===== config.mk =====
export PLATFORM = sky130hd
export DESIGN_NAME = cla_tester
export DESIGN_NICKNAME = d
export VERILOG_FILES = /design/src/rtl/cla_tester.sv
export SDC_FILE = /design/constraint.sdc
export NUM_CORES = 2
export LEC_CHECK = 0
export BUFFER_PORTS_ARGS = -buffer_cell sky130_fd_sc_hd__buf_4
export CAP_MARGIN = 30
export CORE_MARGIN = 2
export CORE_UTILIZATION = 65
export CTS_CLUSTER_DIAMETER = 50
export DETAILED_ROUTE_END_ITERATION = 8
export GPL_ROUTABILITY_DRIVEN = 0
export MAX_ROUTING_LAYER = met4
export PLACE_DENSITY_LB_ADDON = 0.1
export SETUP_SLACK_MARGIN = 0.2
export SLEW_MARGIN = 15
export SYNTH_ARGS = -nofsm -noshare
export SYNTH_HDL_FRONTEND = slang
export SYNTH_SLANG_ARGS = --single-unit

===== constraint.sdc =====
create_clock -name clk -period 25.7 [get_ports clk]
set_input_delay 2.57 -clock clk [delete_from_list [all_inputs] [get_ports clk]]
set_output_delay 2.57 -clock clk [all_outputs]
set_load 0.05 [all_outputs]

===== src/rtl/cla_tester.sv =====
// Traffic source and in-order scoreboard for a pipelined carry-lookahead adder.
// Issues LFSR-derived operand pairs, queues each exact sum and checks the result stream against it.
module cla_tester #(
  parameter int             W     = 128,
  parameter int             DEPTH = 8,
  parameter logic [W-1:0]   TAPS  = 128'h8000_0000_0000_0000_0000_0000_1400_0002,
  parameter logic [W-1:0]   SEED  = W'(1)
) (
  input  logic                     clk,
  input  logic                     rstn,
  input  logic                     en,
  input  logic [1:0]               mode,
  output logic                     op_valid,
  input  logic                     op_ready,
  output logic [W-1:0]             op_a,
  output logic [W-1:0]             op_b,
  output logic                     op_cin,
  input  logic                     res_valid,
  input  logic [W-1:0]             res_sum,
  input  logic                     res_cout,
  output logic                     error,
  output logic [15:0]              err_count,
  output logic [31:0]              issued,
  output logic [31:0]              checked,
  output logic [$clog2(DEPTH):0]   outstanding
);

  localparam int AW = $clog2(DEPTH);
  localparam int CW = AW + 1;
  localparam logic [W-1:0]  SEED_EFF = (SEED == '0) ? W'(1) : SEED;
  localparam logic [CW-1:0] DEPTH_C  = CW'(DEPTH);

  logic [W-1:0]  lfsr;
  logic [W-1:0]  lfsr_adv;
  logic [W-1:0]  lfsr_nxt;
  logic [W:0]    fifo_mem [DEPTH];
  logic [AW-1:0] wr_ptr;
  logic [AW-1:0] rd_ptr;
  logic [CW-1:0] count;
  logic [CW-1:0] count_nxt;
  logic          hs;
  logic          pop;
  logic          unexpected;
  logic          mismatch;
  logic          load;
  logic          valid_nxt;
  logic [W-1:0]  b_load;
  logic          cin_load;
  logic [W:0]    op_sum;

  assign hs         = op_valid & op_ready;
  assign pop        = res_valid & (count != '0);
  assign unexpected = res_valid & (count == '0);
  assign mismatch   = pop & ({res_cout, res_sum} != fifo_mem[rd_ptr]);

  assign lfsr_adv  = lfsr[0] ? ((lfsr >> 1) ^ TAPS) : (lfsr >> 1);
  assign lfsr_nxt  = hs ? lfsr_adv : lfsr;
  assign op_sum    = {1'b0, op_a} + {1'b0, op_b} + {{W{1'b0}}, op_cin};

  // Capacity is judged on the occupancy after this edge's push and pop, so a
  // pop can free the slot needed by the very next operation.
  assign count_nxt = count + CW'(hs) - CW'(pop);
  assign load      = ~op_valid | hs;
  assign valid_nxt = en & (count_nxt < DEPTH_C);

  assign outstanding = count;

  // NOTE: every variable assigned in an always_comb gets a default first, so no path leaves it unassigned and no latch is inferred.
  always_comb begin
    b_load   = ~lfsr_nxt;
    cin_load = 1'b0;
    case (mode)
      2'd0: begin
        b_load   = ~lfsr_nxt;
        cin_load = 1'b0;
      end
      2'd1: begin
        b_load   = ~lfsr_nxt;
        cin_load = 1'b1;
      end
      2'd2: begin
        b_load   = {lfsr_nxt[W-2:0], lfsr_nxt[W-1]};
        cin_load = lfsr_nxt[0];
      end
      default: begin
        b_load   = {W{1'b1}};
        cin_load = 1'b1;
      end
    endcase
  end

  // NOTE: the FIFO storage has no reset; flushing the pointers and count is enough, and keeping reset off the array lets it map to plain RAM.
  always_ff @(posedge clk) begin
    if (hs) fifo_mem[wr_ptr] <= op_sum;
  end

  // NOTE: state updates use non-blocking assignments so every register samples values from before the edge.
  always_ff @(posedge clk) begin
    if (!rstn) begin
      lfsr      <= SEED_EFF;
      op_valid  <= 1'b0;
      op_a      <= '0;
      op_b      <= '0;
      op_cin    <= 1'b0;
      wr_ptr    <= '0;
      rd_ptr    <= '0;
      count     <= '0;
      error     <= 1'b0;
      err_count <= '0;
      issued    <= '0;
      checked   <= '0;
    end else begin
      lfsr  <= lfsr_nxt;
      count <= count_nxt;

      if (hs) begin
        wr_ptr <= wr_ptr + AW'(1);
        issued <= issued + 32'd1;
      end

      if (pop) begin
        rd_ptr  <= rd_ptr + AW'(1);
        checked <= checked + 32'd1;
      end

      if (mismatch | unexpected) begin
        error <= 1'b1;
        if (err_count != 16'hFFFF) err_count <= err_count + 16'd1;
      end

      // A stalled operation keeps its operands; only an idle or accepted slot reloads.
      if (load) begin
        op_valid <= valid_nxt;
        if (valid_nxt) begin
          op_a   <= lfsr_nxt;
          op_b   <= b_load;
          op_cin <= cin_load;
        end
      end
    end
  end

endmodule


==> Yosys cells after proc, flatten, opt, wreduce, memory -nomap -nowiden <==
Memory sizes are Yosys's and may differ from the RTL's. A register that Yosys moved wholly into a read port is not among the register bits.
Cells that the tools add are included.
{ "word_totals": {"register_bits": 477, "in_bits": 136, "wordCells": 51, "n_memories": 1, "ram_bits": 1032} }
{ "memory_table": {"columns": ["memory", "depth", "word_bits", "rd", "rd_clocked_by_memory_dff", "write_ports", "line", "source"], "rows": [
  ["fifo_mem", 8, 129, 1, 1, 1, "36", "logic [W:0] fifo_mem [DEPTH];"]
]} }
{ "classes": {"n_mux": 8, "magnitude_cmp": 1, "reduce_logical": 6, "bitwise": 10, "n_addsub": 9, "n_eq_ne": 4} }
{ "op_table": {"columns": ["operator", "n"], "rows": [
  ["128-bit 2-to-1 mux", 2],
  ["128-bit one-hot mux with 2 select lines", 1],
  ["128-bit by 128-bit adder with 129-bit output", 1],
  ["129-bit by 1-bit adder with 129-bit output", 1],
  ["129-bit inequality test", 1],
  ["128-bit inverter", 1],
  ["32-bit by 1-bit adder with 32-bit output, second input constant", 2],
  ["16-bit by 1-bit adder with 16-bit output, second input constant", 1],
  ["16-bit inequality test, second input constant", 1],
  ["3-bit by 1-bit adder with 3-bit output, second input constant", 2],
  ["3-bit 2-to-1 mux", 2],
  ["1-bit bitwise AND", 5],
  ["4-bit by 1-bit adder with 4-bit output", 1],
  ["4-bit logical NOT", 1],
  ["4-bit < comparator, second input constant", 1],
  ["3-bit inverter with 4-bit output", 1],
  ["2-bit AND reduction", 2],
  ["4-bit nonzero test", 1],
  ["4-bit by 1-bit subtractor with 4-bit output", 1],
  ["2-bit by 1-bit equality test with 1-bit output, second input constant", 1],
  ["2-bit equality test, second input constant", 1],
  ["2-bit logical NOT", 1],
  ["1-bit 2-to-1 mux", 2],
  ["1-bit bitwise OR", 2],
  ["other kinds (3)", 3]
]} }

==> Depth between registers and ports, before layout <==
{ "depth": {"depth_word": 6, "mapped_depth": 18, "ltp_nobuf": 15} }

==> Worst setup path before layout <==
No wires, ideal clock.
{ "synth_timing": {"path_kind": "input-to-reg", "startpoint": "input op_ready", "endpoint": "memory fifo_mem[0][0] in the netlist's numbering (enable)", "setup_slack_ns": 9.269, "path_buffers": 3, "t_required_ns": 24.767, "arrival_ns": 15.497, "path_stages": 6, "cell_sequence": "and2_1 clkbuf_1 inv_2 clkbuf_1 buf_1 nor4_1"} }
{ "synth_via": {"elab_chain_len": 3} }
{ "synth_lines": {"columns": ["element", "line", "source"], "rows": [
  ["start, declared", "14", "input logic op_ready,"],
  ["1-bit bitwise AND", "51", "assign hs = op_valid & op_ready;"],
  ["1-bit 2-to-1 mux", "94", "if (hs) fifo_mem[wr_ptr] <= op_sum;"],
  ["1-bit 2-to-1 mux (implied by the code)", "94", null],
  ["end, declared", "36", null]
]} }
No other way between the ends.

==> Worst setup path after layout <==
{ "layout_timing": {"startpoint": "input op_ready", "endpoint": "register op_b[55]"} }
{ "layout_via": {"elab_chain_len": 6} }
{ "layout_lines": {"columns": ["element", "line", "source"], "rows": [
  ["1-bit bitwise AND (*)", "51", null],
  ["4-bit by 1-bit adder with 4-bit output", "62", "assign count_nxt = count + CW'(hs) - CW'(pop);"],
  ["4-bit by 1-bit subtractor with 4-bit output", "62", null],
  ["4-bit < comparator", "64", "assign valid_nxt = en & (count_nxt < DEPTH_C);"],
  ["1-bit bitwise AND", "64", null],
  ["2-bit AND reduction (no source line)", null, null],
  ["end signal, assigned", "136", "op_b <= b_load;"],
  ["end, declared", "16", "output logic [W-1:0] op_b,"]
]} }
Every way passes the cells marked *; elsewhere a longest branch is shown, timed or not.
A chain may end at the register's enable or synchronous reset.

==> out/qor.yml <==
outcome: "finished clean"
ctsLongestPathBuffers: 3
hold_end: "op_b[3]"
critical_path.cell_chain: "buf_4, and2_4, inv_4, ha_1, inv_1, ha_1, a21o_1, a21oi_1, xnor2_1, and3_4, buf_4, buf_4, buf_16, o21ai_0, a221oi_1"
drt_iter0_drc: 5926
power_density_mw_per_mm2: 113
grt_pass1_wl_mm: 275
critical_path_peak_fanout: 96
power.sequential.fraction: 0.382
r2r_setup_slack_ns: 19.09
synthesis.nets: 5065
cp_common_cell: "buf_4"
antenna_cells_inserted: 0
detailed_place_hpwl_mm: 124
number_of_detailed_routing_iterations_run_before_antenna_repair: 8
remaining_drc_errors: 0
postSynth.asyncResetShare: 0
die-height_um: 322
setup.worst_path.class: "in2reg"
crit-reg2reg-capture: "err_count[13]"
non_filler_cells_in_the_finished_layout: 6673
quantity_of_gates_resized_following_cts: 0
syn2layout_area_growth_pct: 15.3
critical_path.n_buffers_inverters: 6
dpl-instance-area_mm2: 0.0707
finalInstanceArea_mm2: 0.0757
netlist.top_cell.by_area: "edfxtp_1"
mappedNetlistArea_mm2: 0.0657
cp.required_ns: 26.36
detailroute.via_count: 44300
grt_max_degree: 130
wire_per_inst_um: 28.4
cp_top_family: "buffers and inverters"
hold_viol: 0
dieArea_mm2: 0.104
synth_largest_type_area_fraction: 0.472
std_cell_rows: 116
postSynthRegisterBits: 1512
worstSkewPairLatency_ns: 0.77
finalNetCount: 5533
timing.critical_path.to_type: "flip-flop"
reg2regPathDepth: 17
timing_worst_slew_pin_value_ns: 1.14
tns_ns: 0
min_period_ns: 6.76
drt_wl_total_mm: 189
grt_pass1_vias: 42400
die-width_um: 322
io_pins: 479
synth.most_common_cell: "edfxtp_1"
synth_cell_types: 87
power_report.internal_total_mw: 5.34
post_cts_repair_timing_setup_buffer_count: 0
cpPeakStageDelay_ns: 0.82
switching_share: 0.374
setup.worst_path.start_class: "input pin"
rsz0062_at_grt: "false"
timing.hold.worst_path_depth: 2
fin_worst_skew_ns: 0.0193
numPortBuffers: 478
ys.flop_type: "edfxtp_1"
syn_area_per_cell_um2: 13.7
share_of_the_core_filled_with_cells_in_the_final_layout: 0.756
worst_path_max_delay_cell: "and3_4"
hold_class: "reg2reg"
max_clock_freq_mhz: 148
count_of_flip_flops_with_a_built_in_enable_after_synthesis: 1032
max_cap_check_violation_count: 0
cts.root.buffer_cell: "clkbuf_16"
synth_seq_area_share: 0.618
synth.cells.most_frequent: "edfxtp_1 (1,032), dfxtp_1 (480), nor2_1 (455), nand2_1 (291), mux4_2 (258)"
h_tree_depth: 4
power_mw: 8.54
slew_headroom: 0.231
setup_viol_count_final: 0
initial_core_utilization: 0.656
drive_above_1_share: 0.210
yosys_warnings: 0
holdBufCountCts: 0
ir_drop_worst_case_vdd_v: 0.0000783
share_clk_of_total_power: 0.252
final-max-slew-violation-count: 0
tritoncts: "done"
final_min_period_over_clock_period: 0.263
clock_buffers_created_by_tritoncts: 153
routed_via_density: 6.64
number_of_instances_in_the_synthesized_netlist: 4789
min_from: "op_b[3]"
netlist_top_cells_area: "edfxtp_1 (47%), dfxtp_1 (15%), mux4_2 (8.8%)"
antenna_found_initial: 2
cts_clock_pin_slew_for_the_worst_setup_and_hold_paths_ns: 0.06
ant_nets: 0
clock-sinks: 1512
critical_path_arrival_ns: 7.42
core_area_mm2: 0.100
leakagePower_nw: 27.1
p_comb_frac: 0.366
grt_overflow: 0
power.net_switching_mw: 3.19
gr-usage-all-layers: 0.374
post-place-cells: 6377
## kinds of logic (layout without fill, tap and decap cells)
kind of cell	Yosys count	count (layout)	share of synthesized area
buf+inv	346	932	0.0229
xor+xnor	293	293	0.0391
simple gates	1042	1042	0.0704
flops	1512	1512	0.618
mux	515	515	0.128
fa+ha+maj	140	140	0.0270
compound gates	941	941	0.0950
## registers in the layout (all words and copies together) (netlist names), named ones only
signal and flops:
op_b 128, lfsr 128, fifo_mem 1032, issued 32, op_valid 1, wr_ptr 3
op_cin 1, error 1, err_count 16, checked 32, rd_ptr 3, op_a 128
outstanding 4
## power groups by stage
stage	combinational, mW	sequential [mW]	clock (mW)
global route	3.29	3.27	2.25
global placement	2.87	3.31	0
detailed placement	3.01	3.30	0
finish	3.13	3.26	2.15
floorplan	1.67	3.59	0
CTS	3.05	3.25	2.16
## area by class of cell
cell class / instances / area [µm²]
Multi-Input combinational cell: 2931 / 23700
Clock buffer: 212 / 4230
Tap cell: 1298 / 1620
Clock inverter: 61 / 574
Fill cell: 6224 / 24400
Timing Repair Buffer: 607 / 4800
Inverter: 52 / 205
Sequential cell: 1512 / 40600
## stage by stage
step	hold slack [ns]	setup WS [ns]
2_1_floorplan	0.485	9.27
5_1_grt	0.519	18.63
3_5_place_dp	0.491	17.99
3_3_place_gp	0.469	18.14
4_1_cts	0.500	18.76
6_report	0.501	18.94
## worst min-delay path: cells and delay by family (launching register included)
family | cells | cell delay [ns]
compound gates | 1 | 0.06
flops | 1 | 0.33
simple gates | 1 | 0.06
## layer usage
metal,up-vias,routed length [µm],track usage
li1,19300,-,-
met2,2553,88500,0.571
met1,22000,72200,0.506
met4,0,8570,0.148
met3,412,20000,0.0646
met5,-,0,-
## cells in the final DEF, fill, tap and decap left out, drive strengths merged, types with 20 or more instances in the layout
master  count
edfxtp   1032
buf       601
dfxtp     480
nor2      455
nand2     291
mux4      258
mux2i     256
o21ai     226
clkbuf    218
a21oi     212
xor2      162
a211oi    141
ha        137
xnor2     131
a221oi    129
nand4      85
a21o       66
inv        64
nand3      60
o21bai     43
clkinv     38
nor3       32
nor4       21
and3       20
## how the worst max path moves through the flow
stage             start             end  slack (ns)  cells after the start
4_1_cts        op_ready        op_b[55]       18.76                     14
6_report       op_ready        op_b[55]       18.94                     15
3_5_place_dp   op_ready        op_b[55]       17.99                     14
2_1_floorplan  op_ready  fifo_mem[0][0]        9.27                      6
3_3_place_gp   op_ready        op_b[52]       18.14                     14
5_1_grt        op_ready        op_b[56]       18.63                     15
Note: power is estimated with default switching activity, not from simulation.
